--- src/rtl/ann_wbs_pkg.sv ---
// Address map, CSR offsets and region decode shared by the ANN Wishbone slave.
package ann_wbs_pkg;

  localparam logic [31:0] WBS_ADDR_MASK  = 32'hFFFF_0000;
  localparam logic [31:0] WBS_CSR_ADDR   = 32'h3000_0000;
  localparam logic [31:0] WBS_QUERY_ADDR = 32'h3001_0000;
  localparam logic [31:0] WBS_LEAF_ADDR  = 32'h3002_0000;
  localparam logic [31:0] WBS_BEST_ADDR  = 32'h3003_0000;
  localparam logic [31:0] WBS_NODE_ADDR  = 32'h3004_0000;

  localparam logic [7:0] CSR_MODE      = 8'h00;
  localparam logic [7:0] CSR_DEBUG     = 8'h04;
  localparam logic [7:0] CSR_DONE      = 8'h08;
  localparam logic [7:0] CSR_FSM_START = 8'h0C;
  localparam logic [7:0] CSR_BUSY      = 8'h10;

  typedef enum logic [2:0] {
    REG_NONE,
    REG_CSR,
    REG_QUERY,
    REG_LEAF,
    REG_BEST,
    REG_NODE
  } region_e;

  // Anything outside the five 64 KiB windows maps to REG_NONE and is acked harmlessly.
  function automatic region_e decode_region(input logic [31:0] adr);
    region_e r;
    case (adr & WBS_ADDR_MASK)
      WBS_CSR_ADDR:   r = REG_CSR;
      WBS_QUERY_ADDR: r = REG_QUERY;
      WBS_LEAF_ADDR:  r = REG_LEAF;
      WBS_BEST_ADDR:  r = REG_BEST;
      WBS_NODE_ADDR:  r = REG_NODE;
      default:        r = REG_NONE;
    endcase
    return r;
  endfunction

endpackage

--- src/rtl/wbs_word_pair_stager.sv ---
// Pairs two 32-bit bus words into one wide SRAM write: the lower word is held,
// the upper word commits {upper, lower} and clears the holding register.
module wbs_word_pair_stager #(
  parameter int WIDTH = 64,
  parameter int AW    = 9
) (
  input  logic             clk,
  input  logic             rst,
  input  logic             wr_lo,
  input  logic             wr_hi,
  input  logic [AW-1:0]    entry,
  input  logic [31:0]      dat,
  output logic             we,
  output logic [AW-1:0]    addr,
  output logic [WIDTH-1:0] wdata
);

  logic [31:0] hold_lo;

  // An upper write with no staged lower word commits zeros in the low half.
  always_ff @(posedge clk) begin
    if (rst) begin
      hold_lo <= '0;
      we      <= 1'b0;
      addr    <= '0;
      wdata   <= '0;
    end else begin
      we <= wr_hi;
      if (wr_hi) begin
        addr    <= entry;
        wdata   <= WIDTH'({dat, hold_lo});
        hold_lo <= '0;
      end else if (wr_lo) begin
        hold_lo <= dat;
      end
    end
  end

endmodule

--- src/rtl/wbs_ann_slave.sv ---
// Wishbone classic slave for the ANN block: CSRs, wide SRAM write staging,
// node writes and two-cycle BEST reads.
module wbs_ann_slave
  import ann_wbs_pkg::*;
#(
  parameter int DATA_WIDTH = 11,
  parameter int QUERY_AW   = 9,
  parameter int LEAF_AW    = 9,
  parameter int BEST_AW    = 9,
  parameter int NODE_AW    = 6
) (
  input  logic                    wb_clk_i,
  input  logic                    wb_rst_i,
  input  logic                    wbs_stb_i,
  input  logic                    wbs_cyc_i,
  input  logic                    wbs_we_i,
  input  logic [3:0]              wbs_sel_i,
  input  logic [31:0]             wbs_adr_i,
  input  logic [31:0]             wbs_dat_i,
  output logic                    wbs_ack_o,
  output logic [31:0]             wbs_dat_o,
  output logic                    mode_o,
  output logic                    debug_o,
  output logic                    fsm_start_o,
  input  logic                    fsm_done_i,
  input  logic                    fsm_busy_i,
  output logic                    query_we_o,
  output logic [QUERY_AW-1:0]     query_addr_o,
  output logic [5*DATA_WIDTH-1:0] query_wdata_o,
  output logic                    leaf_we_o,
  output logic [LEAF_AW-1:0]      leaf_addr_o,
  output logic [63:0]             leaf_wdata_o,
  output logic                    node_we_o,
  output logic [NODE_AW-1:0]      node_addr_o,
  output logic [2*DATA_WIDTH-1:0] node_wdata_o,
  output logic                    best_re_o,
  output logic [BEST_AW-1:0]      best_addr_o,
  input  logic [63:0]             best_rdata_i
);

  typedef enum logic [1:0] {IDLE, RD_WAIT, ACK} state_e;

  state_e      state;
  region_e     region;
  logic        req;
  logic        wr_req;
  logic        rd_req;
  logic [7:0]  csr_off;
  logic [31:0] csr_rdata;
  logic        done_q;
  logic        done_clr;
  logic        rd_half;
  logic        unused_bits;

  assign region   = decode_region(wbs_adr_i);
  assign csr_off  = wbs_adr_i[7:0];
  assign req      = wbs_stb_i & wbs_cyc_i & ~wbs_ack_o & (state == IDLE) & ~wb_rst_i;
  assign wr_req   = req & wbs_we_i;
  assign rd_req   = req & ~wbs_we_i;
  assign done_clr = wr_req & (region == REG_CSR) & (csr_off == CSR_DONE);

  // Read enable is combinational so the SRAM data is back one cycle after the request.
  assign best_re_o   = rd_req & (region == REG_BEST);
  assign best_addr_o = best_re_o ? wbs_adr_i[BEST_AW+2:3] : '0;

  assign unused_bits = &{1'b0, wbs_sel_i, wbs_adr_i[15:12]};

  always_comb begin
    csr_rdata = '0;
    case (csr_off)
      CSR_MODE:  csr_rdata = {31'b0, mode_o};
      CSR_DEBUG: csr_rdata = {31'b0, debug_o};
      CSR_DONE:  csr_rdata = {31'b0, done_q};
      CSR_BUSY:  csr_rdata = {31'b0, fsm_busy_i};
      default:   csr_rdata = '0;
    endcase
  end

  wbs_word_pair_stager #(.WIDTH(5*DATA_WIDTH), .AW(QUERY_AW)) u_query_stager (
    .clk   (wb_clk_i),
    .rst   (wb_rst_i),
    .wr_lo (wr_req & (region == REG_QUERY) & ~wbs_adr_i[2]),
    .wr_hi (wr_req & (region == REG_QUERY) & wbs_adr_i[2]),
    .entry (wbs_adr_i[QUERY_AW+2:3]),
    .dat   (wbs_dat_i),
    .we    (query_we_o),
    .addr  (query_addr_o),
    .wdata (query_wdata_o)
  );

  wbs_word_pair_stager #(.WIDTH(64), .AW(LEAF_AW)) u_leaf_stager (
    .clk   (wb_clk_i),
    .rst   (wb_rst_i),
    .wr_lo (wr_req & (region == REG_LEAF) & ~wbs_adr_i[2]),
    .wr_hi (wr_req & (region == REG_LEAF) & wbs_adr_i[2]),
    .entry (wbs_adr_i[LEAF_AW+2:3]),
    .dat   (wbs_dat_i),
    .we    (leaf_we_o),
    .addr  (leaf_addr_o),
    .wdata (leaf_wdata_o)
  );

  // Every bus transaction passes through ACK exactly once, which also clears the pulses.
  always_ff @(posedge wb_clk_i) begin
    if (wb_rst_i) begin
      state        <= IDLE;
      wbs_ack_o    <= 1'b0;
      wbs_dat_o    <= '0;
      mode_o       <= 1'b0;
      debug_o      <= 1'b0;
      done_q       <= 1'b0;
      fsm_start_o  <= 1'b0;
      node_we_o    <= 1'b0;
      node_addr_o  <= '0;
      node_wdata_o <= '0;
      rd_half      <= 1'b0;
    end else begin
      if (fsm_done_i)
        done_q <= 1'b1;
      else if (done_clr)
        done_q <= 1'b0;

      case (state)
        IDLE: begin
          if (req) begin
            if (!wbs_we_i && region == REG_BEST) begin
              rd_half <= wbs_adr_i[2];
              state   <= RD_WAIT;
            end else begin
              wbs_ack_o <= 1'b1;
              state     <= ACK;
              if (!wbs_we_i && region == REG_CSR)
                wbs_dat_o <= csr_rdata;
              if (wbs_we_i) begin
                case (region)
                  REG_CSR: begin
                    case (csr_off)
                      CSR_MODE:      mode_o      <= wbs_dat_i[0];
                      CSR_DEBUG:     debug_o     <= wbs_dat_i[0];
                      CSR_FSM_START: fsm_start_o <= ~fsm_busy_i;
                      default:       ;
                    endcase
                  end
                  REG_NODE: begin
                    node_we_o    <= 1'b1;
                    node_addr_o  <= wbs_adr_i[NODE_AW-1:0];
                    node_wdata_o <= wbs_dat_i[2*DATA_WIDTH-1:0];
                  end
                  default: ;
                endcase
              end
            end
          end
        end
        RD_WAIT: begin
          wbs_ack_o <= 1'b1;
          wbs_dat_o <= rd_half ? best_rdata_i[63:32] : best_rdata_i[31:0];
          state     <= ACK;
        end
        ACK: begin
          wbs_ack_o   <= 1'b0;
          wbs_dat_o   <= '0;
          fsm_start_o <= 1'b0;
          node_we_o   <= 1'b0;
          state       <= IDLE;
        end
        default: state <= IDLE;
      endcase
    end
  end

endmodule

--- config.mk ---
export PLATFORM = sky130hd
export DESIGN_NAME = wbs_ann_slave
export DESIGN_NICKNAME = d
export VERILOG_FILES = /design/src/rtl/ann_wbs_pkg.sv /design/src/rtl/wbs_word_pair_stager.sv /design/src/rtl/wbs_ann_slave.sv
export SDC_FILE = /design/constraint.sdc
export NUM_CORES = 1
export LEC_CHECK = 0
export ABC_AREA = 1
export BUFFER_PORTS_ARGS = -buffer_cell sky130_fd_sc_hd__buf_2
export CORE_ASPECT_RATIO = 0.6
export CORE_MARGIN = 2
export CORE_UTILIZATION = 47
export CTS_CLUSTER_SIZE = 10
export DETAILED_ROUTE_END_ITERATION = 10
export GPL_ROUTABILITY_DRIVEN = 1
export HOLD_SLACK_MARGIN = 0.08
export PLACE_DENSITY_LB_ADDON = 0.1
export SKIP_LAST_GASP = 1
export SYNTH_ARGS = -nofsm -noshare
export SYNTH_HDL_FRONTEND = slang
export SYNTH_SLANG_ARGS = --single-unit
--- constraint.sdc ---
create_clock -name wb_clk_i -period 4.4 [get_ports wb_clk_i]
set_clock_uncertainty 0.05 [all_clocks]
set_input_delay 0.88 -clock wb_clk_i [delete_from_list [all_inputs] [get_ports wb_clk_i]]
set_output_delay 0.88 -clock wb_clk_i [all_outputs]
set_load 0.05 [all_outputs]
# [Yosys cells after proc, flatten, opt, wreduce, memory -nomap -nowiden]
# Cells that the tools add are included.
[word_totals] inputBits=139 elab_cells=108 output_inout_bits=214 regBits=272
[op_classes] eq_ne=23 bitwise=21 n_mux=27 n_reduce_logical=18
[op_table] operator="32-bit two-way mux" n=4
[op_table] operator="32-bit case mux with 3 select lines" n=1
[op_table] operator="16-bit by 14-bit == test with 1-bit output, second input constant" n=5
[op_table] operator="6-bit AND reduction" n=3
[op_table] operator="8-bit by 4-bit == test with 1-bit output, second input constant" n=2
[op_table] operator="1-bit bitwise AND" n=15
[op_table] operator="3-bit case mux with 5 select lines" n=1
[op_table] operator="1-bit two-way mux" n=13
[op_table] operator="5-bit AND reduction" n=2
[op_table] operator="9-bit two-way mux" n=1
[op_table] operator="8-bit by 3-bit == test with 1-bit output, second input constant" n=1
[op_table] operator="8-bit by 5-bit == test with 1-bit output, second input constant" n=1
[op_table] operator="8-bit logical NOT" n=1
[op_table] operator="2-bit by 1-bit inequality test with 1-bit output, second input constant" n=4
[op_table] operator="3-bit by 2-bit == test with 1-bit output, second input constant" n=2
[op_table] operator="3-bit == test, second input constant" n=2
[op_table] operator="2-bit inequality test, second input constant" n=3
[op_table] operator="1-bit NOT" n=6
[op_table] operator="3-bit AND reduction" n=2
[op_table] operator="2-bit two-way mux" n=2
[op_table] operator="1-bit case mux with 2 select lines" n=2
[op_table] operator="1-bit case mux with 4 select lines" n=1
[op_table] operator="2-bit case mux with 2 select lines" n=1
[op_table] operator="4-bit AND reduction" n=1
[op_table] operator="other kinds (10)" n=13

# [Logic depth before layout (Yosys ltp)]
[depth] depth_word=9 mapped_depth=12 mapped_depth_nobuf=11

# [By module]
# From an unflattened synthesis, not the netlist that was laid out.
[unflattened] cells_unflattened=1561 hier_area_um2=11040.6
[by_module_without_submodules] module="wbs_word_pair_stager at u_leaf_stager" cells_per_inst=522 area_per_inst_um2=3826.2 seq_area_each_um2=2122.0 instances=1
[by_module_without_submodules] module="wbs_ann_slave" cells_per_inst=556 area_per_inst_um2=3699.8 seq_area_each_um2=1381.3 instances=1
[by_module_without_submodules] module="wbs_word_pair_stager at u_query_stager" cells_per_inst=483 area_per_inst_um2=3514.6 seq_area_each_um2=1941.9 instances=1

# [Least setup slack after synthesis]
# Ideal clock, no wire load.
[synth_path] path_kind="input-to-output" start="input port wbs_adr_i[21]" end="output port best_addr_o[0]" t_required_ps=3470 path_buffers=0 cell_stages=9 slack_ps=999 arrival_time_ps=2471 cell_sequence="nor2_1 -> nand2_1 -> inv_1 -> nand2_1 -> nand2_1 -> nand2_1 -> nor2_1 -> nand4_1 -> nor2_1"
[synth_via] elab_chain_len=5 word_cells_on_any_way=9 classes_between="6 x eq/ne; 2 x mux; 1 x bitwise"
[synth_rtl] item="from (decl)" line="wbs_ann_slave.sv:18" source="input logic [31:0] wbs_adr_i,"
[synth_rtl] item="16-bit by 14-bit == test with 1-bit output" line="ann_wbs_pkg.sv:29" source="case (adr & WBS_ADDR_MASK)"
[synth_rtl] item="3-bit case mux with 5 select lines (*)" line="ann_wbs_pkg.sv:29"
[synth_rtl] item="3-bit == test (*)" line="wbs_ann_slave.sv:63" source="assign best_re_o = rd_req & (region == REG_BEST);"
[synth_rtl] item="1-bit bitwise AND (*)" line="wbs_ann_slave.sv:63"
[synth_rtl] item="9-bit two-way mux (*)" line="wbs_ann_slave.sv:64" source="assign best_addr_o = best_re_o ? wbs_adr_i[BEST_AW+2:3] : '0;"
[synth_rtl] item="to (decl)" line="wbs_ann_slave.sv:37" source="output logic [BEST_AW-1:0] best_addr_o,"
# Every way passes the cells marked *; elsewhere a longest branch is shown, timed or not.

# [Worst setup path after layout]
[layout_path] start="register state[1]" end="output port best_addr_o[0]"
[layout_via] elab_chain_len=6
[layout_rtl] item="from (decl)" line="wbs_ann_slave.sv:43" source="state_e state;"
[layout_rtl] item="from (signal assigned)" line="wbs_ann_slave.sv:106" source="state <= IDLE;"
[layout_rtl] item="from (signal assigned)" line="wbs_ann_slave.sv:128" source="state <= RD_WAIT;"
[layout_rtl] item="from (signal assigned)" line="wbs_ann_slave.sv:131" source="state <= ACK;"
[layout_rtl] item="2-bit logical NOT" line="wbs_ann_slave.sv:57" source="assign req = wbs_stb_i & wbs_cyc_i & ~wbs_ack_o & (state == IDLE) & ~wb_rst_i;"
[layout_rtl] item="1-bit bitwise AND (2 in series)" line="wbs_ann_slave.sv:57"
[layout_rtl] item="1-bit bitwise AND" line="wbs_ann_slave.sv:59" source="assign rd_req = req & ~wbs_we_i;"
[layout_rtl] item="1-bit bitwise AND" line="wbs_ann_slave.sv:63"
[layout_rtl] item="9-bit two-way mux" line="wbs_ann_slave.sv:64"
# Every way passes these cells.

==> flow_metrics.env <==
export IMPL_setup_tns_ns=0
export IMPL_antenna_cells=0
export IMPL_worst_slew_pin_transition_ns=1.158
export IMPL_synth_top_area_cell="dfxtp_1"
export IMPL_die_h_um=121.2
export IMPL_hpwl_mm=25.02
export IMPL_netlist_area_um2=10760
export IMPL_worstPathRequired_ns=3.47
export IMPL_post_route_drc_count=0
export IMPL_period_share_pct=82.94
export IMPL_cts_tree="done"
export IMPL_grt_overflow_total=0
export IMPL_final_cell_mix="nand2_1 (381), buf_2 (342), dfxtp_1 (272)"
export IMPL_insertion_delay_ns=0.54
export IMPL_slew_headroom_pct=22.63
export IMPL_postCtsSetupBuffers=0
export IMPL_fillers=2171
export IMPL_grt_pass1_wl_mm=55.86
export IMPL_ir_drop_mv=0.2592
export IMPL_ys_seq_elements=272
export IMPL_gp_routability_congestion=0.8345
export IMPL_drive_above_1_share_pct=23.26
export IMPL_use_met3_pct=8.143
export IMPL_maxSlewViolCount=0
export IMPL_ys_types=20
export IMPL_antenna_found_initial=0
export IMPL_final_common_cell="nand2_1"
export IMPL_maxCapViolCount=0
export IMPL_met2_usage_pct=41.86
export IMPL_synth_avg_cell_area_um2=7.331
export IMPL_final_nets=1893
export IMPL_routedWlPerCell_um=18.01
export IMPL_totalWireLength_mm=37.06
export IMPL_status="completed"
export IMPL_num_vias=11090
export IMPL_core_um2=22280
export IMPL_cts_resized=0
export IMPL_criticalPathCategory="flop to output pin"
export IMPL_first_global_vias=9821
export IMPL_place_inst=2025
export IMPL_finalWorstSetupSlack_ns=0.7508
export IMPL_crit_arrival_ns=2.72
export IMPL_hold_path_class="flop to flop"
export IMPL_cts_buffers=31
export IMPL_firstDrtPassIters=5
export IMPL_p_per_area_nw_per_um2=384.7
export IMPL_cts_root_buf="clkbuf_16"
export IMPL_grt_usage_pct=29.77
export IMPL_dp_slack_ns=0.8228
export IMPL_fmax_mhz=274.0
export IMPL_finalNonFillerCells=2058
export IMPL_drtAntennaViolNets=0
export IMPL_cp_start_kind="flop"
export IMPL_hold_viol_final=0
export IMPL_grt_max_degree=106
export IMPL_syn_inst=1468
export IMPL_reg2reg_depth=9
export IMPL_clockBufferDepth=3
export IMPL_top_usage_layer="met1"
export IMPL_die_x_um=199.4
export IMPL_first_iter_violations=1057
export IMPL_cp_end_kind="output pin"
export IMPL_yosysTopAreaCellShare_pct=50.60
export IMPL_use_met1_pct=44.59
export IMPL_ys_seq_area_share_pct=50.60
export IMPL_leakage_nw=5.616
export IMPL_ys_warn_count=0
export IMPL_syn_num_nets=1611
export IMPL_die_area_um2=24160
export IMPL_clk_pin_slew_ns=0.06
export IMPL_min_path_cells=2
export IMPL_cp_max_fo=12
export IMPL_clock_sinks=272
export IMPL_h_tree_depth=1
export IMPL_rows=42
export IMPL_cts_hold_fix_buffers=0
export IMPL_io_pins=353
export IMPL_area_growth_pct=23.92
export IMPL_rsz0062_at_grt="no"
export IMPL_via_per_inst=5.387
export IMPL_ys_top_cells_by_area="dfxtp_1 (51%), nand2_1 (13%), a21oi_1 (12%)"
export IMPL_initial_core_util_pct=48.30
export IMPL_power_mw=5.130
export IMPL_setup_violations=0
export IMPL_numPortBuffers=344
export IMPL_min_period_ns=3.649
## path summary, 6_finish.rpt
check	from	end	slack, ns
setup / recovery	state[1]	best_addr_o[0]	0.75
hold / removal	node_wdata_o[8]	node_wdata_o[8]	0.41
setup reg to reg	state[1]	u_query_stager.wdata[25]	1.37
hold reg to reg	node_wdata_o[8]	node_wdata_o[8]	0.41
## cells in the mapped netlist
cell type / instances
nand2_2: 1
nand3_1: 222
o21bai_1: 1
buf_2: 34
nor3_1: 2
o21ai_0: 37
dfxtp_1: 272
buf_4: 13
nor2_1: 126
inv_1: 36
buf_1: 1
nand4_1: 3
nand2_1: 383
ha_1: 4
clkinv_1: 1
clkbuf_1: 67
nor3_4: 1
a21oi_1: 260
inv_2: 1
nor2_4: 3
## state kept, by name (all words and copies together) (netlist names), 9 cells and up
name,flops
node_wdata_o,22
u_leaf_stager.addr,9
u_leaf_stager.hold_lo,32
u_leaf_stager.wdata,64
u_query_stager.addr,9
u_query_stager.hold_lo,32
u_query_stager.wdata,55
wbs_dat_o,32
## worst max-delay path: stages (launching register included)
cell and delay [ns]:
dfxtp_1 0.34, inv_1 0.09, ha_1 0.38, nand2_1 0.15, nor3_4 0.29, nand4_1 0.44, nor2_1 0.20, buf_2 0.29
## per-layer routing
metal | vias up | part of all wire, % | wire [um]
li1 | 5382 | - | -
met1 | 5187 | 46 | 17070
met2 | 458 | 42 | 15390
met3 | 59 | 10 | 3782
met4 | 0 | 2.2 | 821
met5 | - | 0 | 0
## where the power goes
part           switching [mW]  total [mW]  leakage [nW]  internal (mW)
Combinational           0.342       0.457          3.03          0.115
Clock                   0.932        2.16         0.391           1.23
Sequential             0.0149        2.51          2.19           2.49
Total                    1.29        5.13          5.62           3.84
## layout make-up
type,instances,area [um2],share of cell area (%)
Multi-Input combinational cell,1043,4663,34.97
Clock inverter,2,17.52,0.1314
Inverter,38,142.6,1.070
Sequential cell,272,5445,40.83
Tap cell,308,385.4,2.890
Clock buffer,31,775.7,5.817
Timing Repair Buffer,364,1906,14.29
## logic make-up (layout without fill, tap and decap cells)
family	Yosys count	count (layout)	share of synthesized area (%)
buffers and inverters	153	435	6.185
flip-flops	272	272	50.60
AND/OR/NAND/NOR	741	741	28.87
adder cells (fa/ha/maj)	4	4	0.4651
AO/OA/AOI/OAI	298	298	13.88
## per-stage QoR
stage / hold slack [ns] / util [%] / instance area (um2)
2_1_floorplan: 0.3912 / - / 10760
3_3_place_gp: 0.3943 / 56.29 / 12540
3_5_place_dp: 0.4001 / 56.29 / 12540
4_1_cts: 0.4087 / 59.85 / 13340
5_1_grt: 0.4199 / 59.85 / 13340
6_report: 0.4064 / 59.85 / 13340
Power figures use the tool's default switching activity.
